[src/rtl/ns_arb_2to1_if.sv]
// One 4-phase req/ack message channel: src/dst/dat qualified by req, returned ack.
// master drives the message, slave returns ack.
`ifndef NS_ADDRESS_SIZE
`define NS_ADDRESS_SIZE 8
`endif
`ifndef NS_DATA_SIZE
`define NS_DATA_SIZE 16
`endif

interface ns_arb_2to1_if #(
    parameter int ASZ = `NS_ADDRESS_SIZE,
    parameter int DSZ = `NS_DATA_SIZE
);
    logic [ASZ-1:0] src;
    logic [ASZ-1:0] dst;
    logic [DSZ-1:0] dat;
    logic           req;
    logic           ack;

    modport master (output src, output dst, output dat, output req, input ack);
    modport slave  (input src, input dst, input dat, input req, output ack);
endinterface

[src/rtl/ns_arb_2to1.sv]
// Two-input round-robin merge for 4-phase message channels with a one-message buffer.
// Every output is registered, so no input reaches an output combinationally.
//
// state      | meaning
// ST_IDLE    | buffer empty, arbitrating between eligible inputs
// ST_SEND    | buffered message presented, o0.req high
// ST_RELEASE | o0.req dropped, waiting for o0.ack to fall
`ifndef NS_ADDRESS_SIZE
`define NS_ADDRESS_SIZE 8
`endif
`ifndef NS_DATA_SIZE
`define NS_DATA_SIZE 16
`endif

module ns_arb_2to1 #(
    parameter int ASZ = `NS_ADDRESS_SIZE,
    parameter int DSZ = `NS_DATA_SIZE,
    parameter int CSZ = 8
) (
    input  logic            i_clk,
    input  logic            i_rst_n,
    ns_arb_2to1_if.slave    i0,
    ns_arb_2to1_if.slave    i1,
    ns_arb_2to1_if.master   o0,
    output logic [1:0]      o_gnt,
    output logic [CSZ-1:0]  o_cnt_0,
    output logic [CSZ-1:0]  o_cnt_1,
    output logic            o_err
);

    typedef enum logic [1:0] {ST_IDLE, ST_SEND, ST_RELEASE} state_t;

    state_t         state;
    state_t         state_nxt;
    logic           last;
    logic [ASZ-1:0] src_r;
    logic [ASZ-1:0] dst_r;
    logic [DSZ-1:0] dat_r;
    logic           req_r;
    logic           req_nxt;
    logic [1:0]     gnt_nxt;
    logic           ack0;
    logic           ack1;
    logic           req0_q;
    logic           req1_q;
    logic           elig0;
    logic           elig1;
    logic           take0;
    logic           take1;
    logic           err_now;

    always_comb begin
        state_nxt = state;
        req_nxt   = req_r;
        gnt_nxt   = o_gnt;
        take0     = 1'b0;
        take1     = 1'b0;
        elig0     = i0.req & ~ack0;
        elig1     = i1.req & ~ack1;
        case (state)
            ST_IDLE: begin
                // on a tie the input that was not served last wins
                take0 = elig0 & (~elig1 | last);
                take1 = elig1 & ~take0;
                if (take0 || take1) begin
                    state_nxt = ST_SEND;
                    req_nxt   = 1'b1;
                    gnt_nxt   = {take1, take0};
                end
            end
            ST_SEND: begin
                if (o0.ack) begin
                    state_nxt = ST_RELEASE;
                    req_nxt   = 1'b0;
                end
            end
            ST_RELEASE: begin
                if (!o0.ack) begin
                    state_nxt = ST_IDLE;
                    gnt_nxt   = 2'b00;
                end
            end
            default: begin
                state_nxt = ST_IDLE;
                req_nxt   = 1'b0;
                gnt_nxt   = 2'b00;
            end
        endcase
        // a granted source withdrawing an un-acked request is a protocol violation
        err_now = ((state == ST_IDLE) & o0.ack)
                | (req0_q & ~i0.req & ~ack0 & o_gnt[0])
                | (req1_q & ~i1.req & ~ack1 & o_gnt[1]);
    end

    always_ff @(posedge i_clk or negedge i_rst_n) begin
        if (!i_rst_n) begin
            state   <= ST_IDLE;
            last    <= 1'b1;
            src_r   <= '0;
            dst_r   <= '0;
            dat_r   <= '0;
            req_r   <= 1'b0;
            o_gnt   <= 2'b00;
            ack0    <= 1'b0;
            ack1    <= 1'b0;
            req0_q  <= 1'b0;
            req1_q  <= 1'b0;
            o_cnt_0 <= '0;
            o_cnt_1 <= '0;
            o_err   <= 1'b0;
        end else begin
            state  <= state_nxt;
            req_r  <= req_nxt;
            o_gnt  <= gnt_nxt;
            if (take0) begin
                src_r <= i0.src;
                dst_r <= i0.dst;
                dat_r <= i0.dat;
                last  <= 1'b0;
            end else if (take1) begin
                src_r <= i1.src;
                dst_r <= i1.dst;
                dat_r <= i1.dat;
                last  <= 1'b1;
            end
            // ack rises on grant and falls on the first edge that sees req low
            ack0    <= take0 | (ack0 & i0.req);
            ack1    <= take1 | (ack1 & i1.req);
            req0_q  <= i0.req;
            req1_q  <= i1.req;
            o_cnt_0 <= o_cnt_0 + CSZ'(take0);
            o_cnt_1 <= o_cnt_1 + CSZ'(take1);
            o_err   <= o_err | err_now;
        end
    end

    assign o0.src = src_r;
    assign o0.dst = dst_r;
    assign o0.dat = dat_r;
    assign o0.req = req_r;
    assign i0.ack = ack0;
    assign i1.ack = ack1;

endmodule
[src/flat_wrapper.sv]
// flat-port wrapper written by rule: the top's interface ports become plain ports
module ns_arb_2to1_flat 
#(
    parameter int ASZ = `NS_ADDRESS_SIZE,
    parameter int DSZ = `NS_DATA_SIZE,
    parameter int CSZ = 8
)
  (i_clk, i_rst_n, o_gnt, o_cnt_0, o_cnt_1, o_err, i0_src, i0_dst, i0_dat, i0_req, i0_ack, i1_src, i1_dst, i1_dat, i1_req, i1_ack, o0_src, o0_dst, o0_dat, o0_req, o0_ack);
  ns_arb_2to1_if #(.ASZ(ASZ), .DSZ(DSZ)) i0_i ();
  ns_arb_2to1_if #(.ASZ(ASZ), .DSZ(DSZ)) i1_i ();
  ns_arb_2to1_if #(.ASZ(ASZ), .DSZ(DSZ)) o0_i ();
  input  logic i_clk;
  input  logic i_rst_n;
  output logic [1:0] o_gnt;
  output logic [CSZ-1:0] o_cnt_0;
  output logic [CSZ-1:0] o_cnt_1;
  output logic o_err;
  input wire logic [$bits(i0_i.src)-1:0] i0_src;
  input wire logic [$bits(i0_i.dst)-1:0] i0_dst;
  input wire logic [$bits(i0_i.dat)-1:0] i0_dat;
  input wire logic [$bits(i0_i.req)-1:0] i0_req;
  output wire logic [$bits(i0_i.ack)-1:0] i0_ack;
  input wire logic [$bits(i1_i.src)-1:0] i1_src;
  input wire logic [$bits(i1_i.dst)-1:0] i1_dst;
  input wire logic [$bits(i1_i.dat)-1:0] i1_dat;
  input wire logic [$bits(i1_i.req)-1:0] i1_req;
  output wire logic [$bits(i1_i.ack)-1:0] i1_ack;
  output wire logic [$bits(o0_i.src)-1:0] o0_src;
  output wire logic [$bits(o0_i.dst)-1:0] o0_dst;
  output wire logic [$bits(o0_i.dat)-1:0] o0_dat;
  output wire logic [$bits(o0_i.req)-1:0] o0_req;
  input wire logic [$bits(o0_i.ack)-1:0] o0_ack;
  assign i0_i.src = i0_src;
  assign i0_i.dst = i0_dst;
  assign i0_i.dat = i0_dat;
  assign i0_i.req = i0_req;
  assign i0_ack = i0_i.ack;
  assign i1_i.src = i1_src;
  assign i1_i.dst = i1_dst;
  assign i1_i.dat = i1_dat;
  assign i1_i.req = i1_req;
  assign i1_ack = i1_i.ack;
  assign o0_src = o0_i.src;
  assign o0_dst = o0_i.dst;
  assign o0_dat = o0_i.dat;
  assign o0_req = o0_i.req;
  assign o0_i.ack = o0_ack;
  ns_arb_2to1 #(.ASZ(ASZ), .DSZ(DSZ), .CSZ(CSZ)) u_core (.i_clk(i_clk), .i_rst_n(i_rst_n), .i0(i0_i), .i1(i1_i), .o0(o0_i), .o_gnt(o_gnt), .o_cnt_0(o_cnt_0), .o_cnt_1(o_cnt_1), .o_err(o_err));
endmodule
[config.mk]
export PLATFORM = sky130hd
export DESIGN_NAME = ns_arb_2to1_flat
export DESIGN_NICKNAME = d
export VERILOG_FILES = /design/src/rtl/ns_arb_2to1_if.sv /design/src/rtl/ns_arb_2to1.sv /design/src/flat_wrapper.sv
export SDC_FILE = /design/constraint.sdc
export NUM_CORES = 1
export LEC_CHECK = 0
export BUFFER_PORTS_ARGS = -buffer_cell sky130_fd_sc_hd__buf_4
export CORE_MARGIN = 3
export CORE_UTILIZATION = 50
export DETAILED_ROUTE_END_ITERATION = 6
export GPL_ROUTABILITY_DRIVEN = 0
export GPL_TIMING_DRIVEN = 0
export HOLD_SLACK_MARGIN = 0.08
export PLACE_DENSITY = 0.82
export SYNTH_ARGS = -nofsm -noshare
export SYNTH_HDL_FRONTEND = slang
export SYNTH_SLANG_ARGS = --single-unit
[constraint.sdc]
create_clock -name i_clk -period 6.6 [get_ports i_clk]
set_input_delay 1.32 -clock i_clk [delete_from_list [all_inputs] [get_ports i_clk]]
set_output_delay 1.32 -clock i_clk [all_outputs]
set_load 0.01 [all_outputs]
Yosys cells after proc, flatten, opt, wreduce, memory -nomap -nowiden:

Cells that the tools add are included.

* register bits after elaboration: 59
* input bits: 69
* output and inout bits: 54
* logic and storage cells: 73

* add/subtract/negate cells: 2
* equal/unequal tests: 5
* muxes and demuxes: 19
* bitwise operators: 27
* reduce and logical (&&, ||, !) cells: 6

Operators by type and width (number)
* $mux W16: 2
* $mux W8: 4
* $add A8 B1 Y8: 2
* $and A1 B1 Y1: 13
* $pmux W2 S3: 2
* $reduce_and A3 Y1: 3
* $mux W2: 4
* $not A1 Y1: 8
* $mux W1: 6
* $or A1 B1 Y1: 6
* $ne A2 B2 Y1 const B: 2
* $pmux W1 S3: 1
* $eq A2 B1 Y1 const B: 1
* $eq A2 B2 Y1 const B: 1
* $logic_not A2 Y1: 1
* $ne A2 B1 Y1 const B: 1
* $reduce_bool A2 Y1: 1
* $logic_or A1 B1 Y1: 1

Depth between registers and ports, before layout:

Gate-level depths: netlist of the first run.

* word-level depth: 10
* depth in mapped cells: 10
* mapped depth without buffers: 8

Worst setup path before layout of the first run:

No wires, ideal clock.

* path type: input port to flip-flop
* from: input port i1_req
* to: register u_core.o_cnt_0[7]
* library setup time: 0.124 ns
* data arrival time: 3.033 ns
* data required time: 6.476 ns
* slack: 3.443 ns
* stages: 10
* buffers on the path: 2
* cells stage by stage: nor3b_1 > or4_1 > buf_4 > buf_6 > inv_1 > ha_1 > and3_1 > nand3_1 > or2_2 > xnor2_1

* word-level cells in the longest chain between the ends: 6

RTL lines
* start, declared: RTL line flat_wrapper.sv:26 `input wire logic [$bits(i1_i.req)-1:0] i1_req;`
* $and A1 B1 Y1: RTL line ns_arb_2to1.sv:59 `elig1 = i1.req & ~ack1;`
* $not A1 Y1: RTL line ns_arb_2to1.sv:63 `take0 = elig0 & (~elig1 | last);`
* $or A1 B1 Y1: RTL line ns_arb_2to1.sv:63
* $and A1 B1 Y1: RTL line ns_arb_2to1.sv:63
* $mux W1: RTL line ns_arb_2to1.sv:60 `case (state)`
* $add A8 B1 Y8: RTL line ns_arb_2to1.sv:131 `o_cnt_0 <= o_cnt_0 + CSZ'(take0);`
* end signal, assigned: RTL line ns_arb_2to1.sv:131
* end, declared: RTL line ns_arb_2to1.sv:26 `output logic [CSZ-1:0] o_cnt_0,`

Every way passes these cells.
A chain may end at the register's enable or synchronous reset.

Worst setup path after layout of the first run:

Ends and elaborated chain as after synthesis.

==> metrics, run 1 <==
post-synth net total=314; share of layout cells above drive strength 1=47.23%; Post-Syn Area=2688 um2; CP arrival=3300 ps; Worst path slowest cell=or4_1; Placed Cells incl. Taps=433; Nets=447; Crit Path Class=input pin to register; Core Rows=26; fraction of registers with async set/reset=100.0%; syn_area_per_cell=11.15 um2; final core occ=75.85%; Die Ht=79.32 um; flop-to-flop setup slack=4140 ps; Max rail drop VDD=0.3584 mV; worst r2r src=u_core.i0.ack$_DFF_PN0_; Tightest Pin Transition=737.8 ps; total wire length=6582 um; number of warnings issued by yosys=0; skew final=9.405 ps; first-pass GRT wire length=10370 um; Antenna diodes=0; min-delay worst type=register to register; # DRC=0; core area=5140 um2; Initial Util=52.29%; Post-synth EDFFs=0; P_int=1.102 mW; multiplexer share of the synthesized area=0.3724%; crit start category=input pin; clk_lat worst skew=340 ps; fin crit period=3074 ps; initial DRC count=109; Hold Path Depth=1; CTS Hold Bufs=0; Yosys top cell by area=dfrtp_1; Seq cells post-synth=59; DR pass1 iterations=4; RSZ-0062 raised after global routing=false; P&R area growth vs syn=45.07%; Cells after Synth=241; hold endpoint=u_core.o_cnt_0[7]$_DFF_PN0_; Worst-path clk slew=70 ps; setup TNS=0 ps; largest net degree at the start of global routing=60; LEAKAGE=1.870 nW; Reg2Reg Depth=10; Clk network pwr share=19.9%; post-route ant nets=0; outcome=complete, no violations; postcts setup bufs=0; Max-Cap Viols=0; post-synthesis cell type count=37; Filler cells=380; Synth Area in Compound Gates=22.58%; net switching power=0.6557 mW; crit share post-route=46.58%; hpwl dp=4836 um; CTS sink cnt=59; Switching Fraction=37.31%; Finished Layout Cells=449; root buffer cell=clkbuf_8; die width=79.32 um; WL/cell=14.66 um; CP Cell Sequence=buf_4 > nor3b_1 > or4_1 > buf_4 > buf_6 > inv_1 > ha_1 > and3_1 > nand3_1 > or2_2 > xnor2_1; Vias=2318; vias in the first global route=2212; IO Port Bufs=122; CTS Buf Count=9; post-synth top area share=54.00%; dpl ws=3165 ps; worst hold slack=468.4 ps; FF-to-FF End=u_core.o_cnt_0[7]$_DFF_PN0_; slowest cell delay on critical path=400 ps; worst-path fanout max=10; Slew HR=50.82%; GRT Resource Usage Total=21.49%; post-cts resize count=0; grt ovf=0; CTS tree=done; sequential-to-total area share from yosys stat=54.98%; Comb pwr share=45.1%; f_max=325.3 MHz; Setup crit end kind=register; startpoint of the worst hold path=u_core.o_cnt_0[7]$_DFF_PN0_; largest family of logic cells by synthesized area=compound AO/OA/AOI/OAI gates; Max H-tree Level=3; CP most frequent cell=buf_4; Primary FF master, synth=dfrtp_1; final setup fails=0; PD cells=450.7 nW/um2; worst-case clock buffer depth=2; die area=6291 um2; Synth Area in Simple Gates=11.96%; Required @ worst endpoint=6830 ps; initial antenna violation count=0; setup ws final=3526 ps; Fin. Hold Viols=0; vias per inst=5.163; Synth Area in XOR/XNOR=4.236%; Final Max Slew Viols=0; sequential share of power=34.9%; I/O Pins=123; area share of fa/ha/maj cells after synthesis=1.862%; largest cells by area after synthesis=dfrtp_1 54%, a22oi_2 13%, a21oi_1 6.5%
-- state kept, by name, indices dropped and copies added, names as in the netlist, 2 cells and up --
register	flops
u_core.o0.dat	16
u_core.o0.dst	8
u_core.o0.src	8
u_core.o_cnt_0	8
u_core.o_cnt_1	8
u_core.o_gnt	2
u_core.state	2
-- cells in the final DEF, fill, tap and decap left out, drive strengths merged --
| cell type | n |
|---|---|
| a21oi | 35 |
| nand2b | 3 |
| or4 | 1 |
| ha | 4 |
| clkinv | 4 |
| xnor2 | 8 |
| nor3b | 1 |
| mux2i | 1 |
| bufinv | 2 |
| a211oi | 1 |
| o21ai | 2 |
| and3b | 1 |
| and2 | 1 |
| nand4 | 1 |
| nand3 | 6 |
| dfrtp | 58 |
| or3 | 1 |
| nor4 | 1 |
| or2 | 1 |
| nor2 | 40 |
| o21a | 1 |
| o311ai | 2 |
| nand2 | 9 |
| inv | 3 |
| a22oi | 32 |
| a21boi | 1 |
| buf | 135 |
| xor2 | 5 |
| dfstp | 1 |
| and3 | 2 |
| a31oi | 1 |
| and4 | 1 |
| clkbuf | 13 |
| nor3 | 1 |
-- stage by stage --
| stage | cell area (um2) | total power [mW] |
|---|---|---|
| final | 3899 | 1.757 |
| after global routing | 3899 | 1.879 |
| after CTS | 3899 | 1.769 |
| after detailed placement | 3691 | 1.416 |
| after global placement | 3691 | 1.391 |
| after floorplan | 2688 | 1.051 |
-- cells in the mapped netlist, types with 2 or more instances --
master    number
ha_1           4
o311ai_0       2
buf_6          3
a22oi_1        5
xor2_1         5
nand3_1        6
o21ai_0        2
nand2_1        9
nor2_1        40
buf_2          8
dfrtp_1       58
inv_1          3
a22oi_2       27
and3_1         2
xnor2_1        8
nand2b_1       2
clkbuf_1       3
a21oi_1       35
-- logic make-up (layout without fill, tap and decap cells) --
logic type / Yosys count / after routing
and+or+nand+nor: 70 / 70
muxes: 1 / 1
DFF: 59 / 59
AOI/OAI and AO/OA: 75 / 75
buffers and inverters: 19 / 157
adders and majority gates: 4 / 4
xor gates and xnor gates: 13 / 13
-- final cells by class --
cell class	instances	area, um2	area share [%]
sequential	59	1478	37.90
timing repair buffer	122	915.9	23.49
multi-input combinational	163	1102	28.27
clock buffer	10	127.6	3.273
clock inverter	6	80.08	2.054
tap	70	87.58	2.246
buffer	16	96.34	2.471
inverter	3	11.26	0.2888
-- critical path, delay by kind of cell --
family        cells  cell delay (ps)
buf+inv           4              550
simple gates      5             1130
xor+xnor          1              120
fa+ha+maj         1              180
-- metal layers --
metal	vias up	wire length (um)	track usage, %
li1	1121	-	-
met1	1089	2618	26.45
met2	90	3251	34.76
met3	18	530	6.009
met4	0	182	10.48
met5	-	0	0
-- worst max-delay path by stage --
stage	from	cells past startpoint	slack, ps	end
4_1_cts	i1_req	11	3530	u_core.o_cnt_0[7]$_DFF_PN0_
6_report	i1_req	11	3530	u_core.o_cnt_0[7]$_DFF_PN0_
5_1_grt	i1_req	11	3400	u_core.o_cnt_0[7]$_DFF_PN0_
3_3_place_gp	i1_req	11	3180	u_core.o_cnt_0[7]$_DFF_PN0_
2_1_floorplan	i1_req	10	3440	u_core.o_cnt_0[7]$_DFF_PN0_
3_5_place_dp	i1_req	11	3160	u_core.o_cnt_0[7]$_DFF_PN0_
-- power by group through the flow --
stage / combinational (mW) / clock [mW] / sequential [mW]
detailed placement: 0.798 / 0 / 0.618
floorplan: 0.378 / 0 / 0.673
CTS: 0.801 / 0.355 / 0.613
finish: 0.793 / 0.350 / 0.614
global route: 0.872 / 0.374 / 0.633
global placement: 0.779 / 0 / 0.612
Power figures use the tool's default switching activity.
==> inputs of run 2 (changes only) <==
--- a/config.mk
+++ b/config.mk
@@ -7,12 +7,12 @@
 export LEC_CHECK = 0
 export BUFFER_PORTS_ARGS = -buffer_cell sky130_fd_sc_hd__buf_4
 export CORE_MARGIN = 3
-export CORE_UTILIZATION = 50
+export CORE_UTILIZATION = 47
 export DETAILED_ROUTE_END_ITERATION = 6
 export GPL_ROUTABILITY_DRIVEN = 0
 export GPL_TIMING_DRIVEN = 0
 export HOLD_SLACK_MARGIN = 0.08
-export PLACE_DENSITY = 0.82
+export PLACE_DENSITY = 0.77
 export SYNTH_ARGS = -nofsm -noshare
 export SYNTH_HDL_FRONTEND = slang
 export SYNTH_SLANG_ARGS = --single-unit
==> constraint.sdc (replaced) <==
create_clock -name i_clk -period 3.2 [get_ports i_clk]
set_input_delay 0.64 -clock i_clk [delete_from_list [all_inputs] [get_ports i_clk]]
set_output_delay 0.64 -clock i_clk [all_outputs]
set_load 0.01 [all_outputs]
==> run 2 against run 1 <==
Against the previous run:
- wire length increased by 4.3%
- first-iteration DRC count decreased by 11%
- global-route usage rose by 0.45 points
- via count grew 0.26%
- sequential power up 110%
- core utilization down 2.9 points
- sequential cell count did not move
- clock power increased by 74%
- setup slack lost 2800 ps
- critical path type is now register to register
- critical endpoint unchanged
- largest cell class unchanged
- highest routed layer unchanged
==> metrics, run 2 (synthesis gave the netlist of run 1 again) <==
outcome=complete, no violations; largest net degree at the start of global routing=60; post-route ant nets=0; CTS Buf Count=9; hpwl dp=5200 um; IO Port Bufs=122; die width=81.62 um; setup ws final=709.2 ps; Clk network pwr share=17.4%; Required @ worst endpoint=3420 ps; Worst-path clk slew=70 ps; Final Max Slew Viols=0; total wire length=6866 um; crit start category=register; net switching power=1.333 mW; DR pass1 iterations=4; skew final=8.130 ps; final setup fails=0; RSZ-0062 raised after global routing=false; root buffer cell=clkbuf_8; P&R area growth vs syn=43.99%; Antenna diodes=0; PD cells=906.4 nW/um2; Max H-tree Level=3; Max rail drop VDD=0.5815 mV; clk_lat worst skew=330 ps; min-delay worst type=input pin to asynchronous set/reset pin; worst hold slack=365.0 ps; CTS tree=done; share of layout cells above drive strength 1=47.09%; # DRC=0; P_int=2.175 mW; Fin. Hold Viols=0; Metal-1 WL=2679 um; fin crit period=2491 ps; Tightest Pin Transition=737.7 ps; Nets=447; Vias=2324; Crit Path Class=register to register; initial DRC count=97; FF-to-FF End=u_core.o_cnt_0[7]$_DFF_PN0_; worst r2r src=u_core.i0.ack$_DFF_PN0_; most frequent cells in the layout=123 x buf_4, 58 x dfrtp_1, 40 x nor2_1; f_max=401.5 MHz; Die Ht=81.62 um; Core Rows=26; I/O Pins=123; CTS Hold Bufs=0; routed wl met3=571 um; first-pass GRT wire length=11010 um; Reg2Reg Depth=10; grt ovf=0; Switching Fraction=38.00%; CP arrival=2710 ps; Max Used Layer=met4; Setup crit end kind=register; setup TNS=0 ps; die area=6662 um2; worst-path fanout max=10; dpl ws=427.5 ps; Max-Cap Viols=0; CP Cell Sequence=nand2b_4 > or4_1 > buf_4 > buf_6 > inv_1 > ha_1 > and3_1 > nand3_1 > or2_2 > xnor2_1; vias in the first global route=2338; post-cts resize count=0; WL met2=3464 um; crit path launch=u_core.i0.ack$_DFF_PN0_; flop-to-flop setup slack=710 ps; sequential share of power=36.0%; worst-case clock buffer depth=2; Worst path slowest cell=or4_1; Initial Util=50.68%; crit share post-route=77.84%; postcts setup bufs=0; Slew HR=50.82%; slowest cell delay on critical path=470 ps; GRT Resource Usage Total=21.94%; WL/cell=15.33 um; max reg flops=16; initial antenna violation count=0; CP Capture Point=u_core.o_cnt_0[7]$_DFF_PN0_; LEAKAGE=1.856 nW; commonest non-fill, non-tap cell in the layout=buf_4; vias per inst=5.188; core area=5303 um2; Comb pwr share=46.6%; CTS sink cnt=59
## run 2: final cells by class
cell class,count,area [um2]
sequential,59,1478
fill,405,1433
multi-input combinational,163,1102
timing repair buffer,122,915.9
clock buffer,13,168.9
buffer,16,96.34
tap,70,87.58
inverter,3,11.26
clock inverter,2,10.01
## run 2: how the worst min path moves through the flow
stage	startpoint	to	slack [ps]	cells after the start
global route	i_rst_n	u_core.o_cnt_1[0]$_DFF_PN0_	400	1
finish	i_rst_n	u_core.req1_q$_DFF_PN0_	360	1
CTS	i_rst_n	u_core.o_gnt[0]$_DFFE_PN0P_	400	1
detailed placement	u_core.o_cnt_0[7]$_DFF_PN0_	u_core.o_cnt_0[7]$_DFF_PN0_	460	1
global placement	u_core.o_cnt_0[7]$_DFF_PN0_	u_core.o_cnt_0[7]$_DFF_PN0_	460	1
floorplan	i_rst_n	u_core.i0.ack$_DFF_PN0_	340	0
## run 2: power by group through the flow
stage	Combinational (mW)	Sequential (mW)	Clock [mW]
after floorplan	0.780	1.39	0
after global placement	1.62	1.26	0
after detailed placement	1.66	1.27	0
after CTS	1.66	1.26	0.625
after global routing	1.81	1.31	0.663
final	1.64	1.26	0.610
## run 2: worst max-delay path, delay by kind of cell, from the launching register on
kind / cells / cell delay, ps
AND/OR/NAND/NOR: 5 / 1240
buffers and inverters: 3 / 420
flip-flops: 1 / 410
adder cells (fa/ha/maj): 1 / 180
XOR/XNOR: 1 / 120
## run 2: per-stage QoR
stage,cell area (um2),instances,utilization [%],total power [mW]
global route,3870,448,72.98,3.778
detailed placement,3691,433,69.61,2.932
global placement,3691,433,69.61,2.880
finish,3870,448,72.98,3.508
CTS,3870,448,72.98,3.550
floorplan,2688,241,-,2.167
## run 2: layer usage
| layer | GRT usage, % | vias up |
|---|---|---|
| met3 | 7.456 | 11 |
| li1 | - | 1123 |
| met2 | 36.73 | 89 |
| met5 | 0 | - |
| met1 | 25.71 | 1101 |
| met4 | 9.302 | 0 |
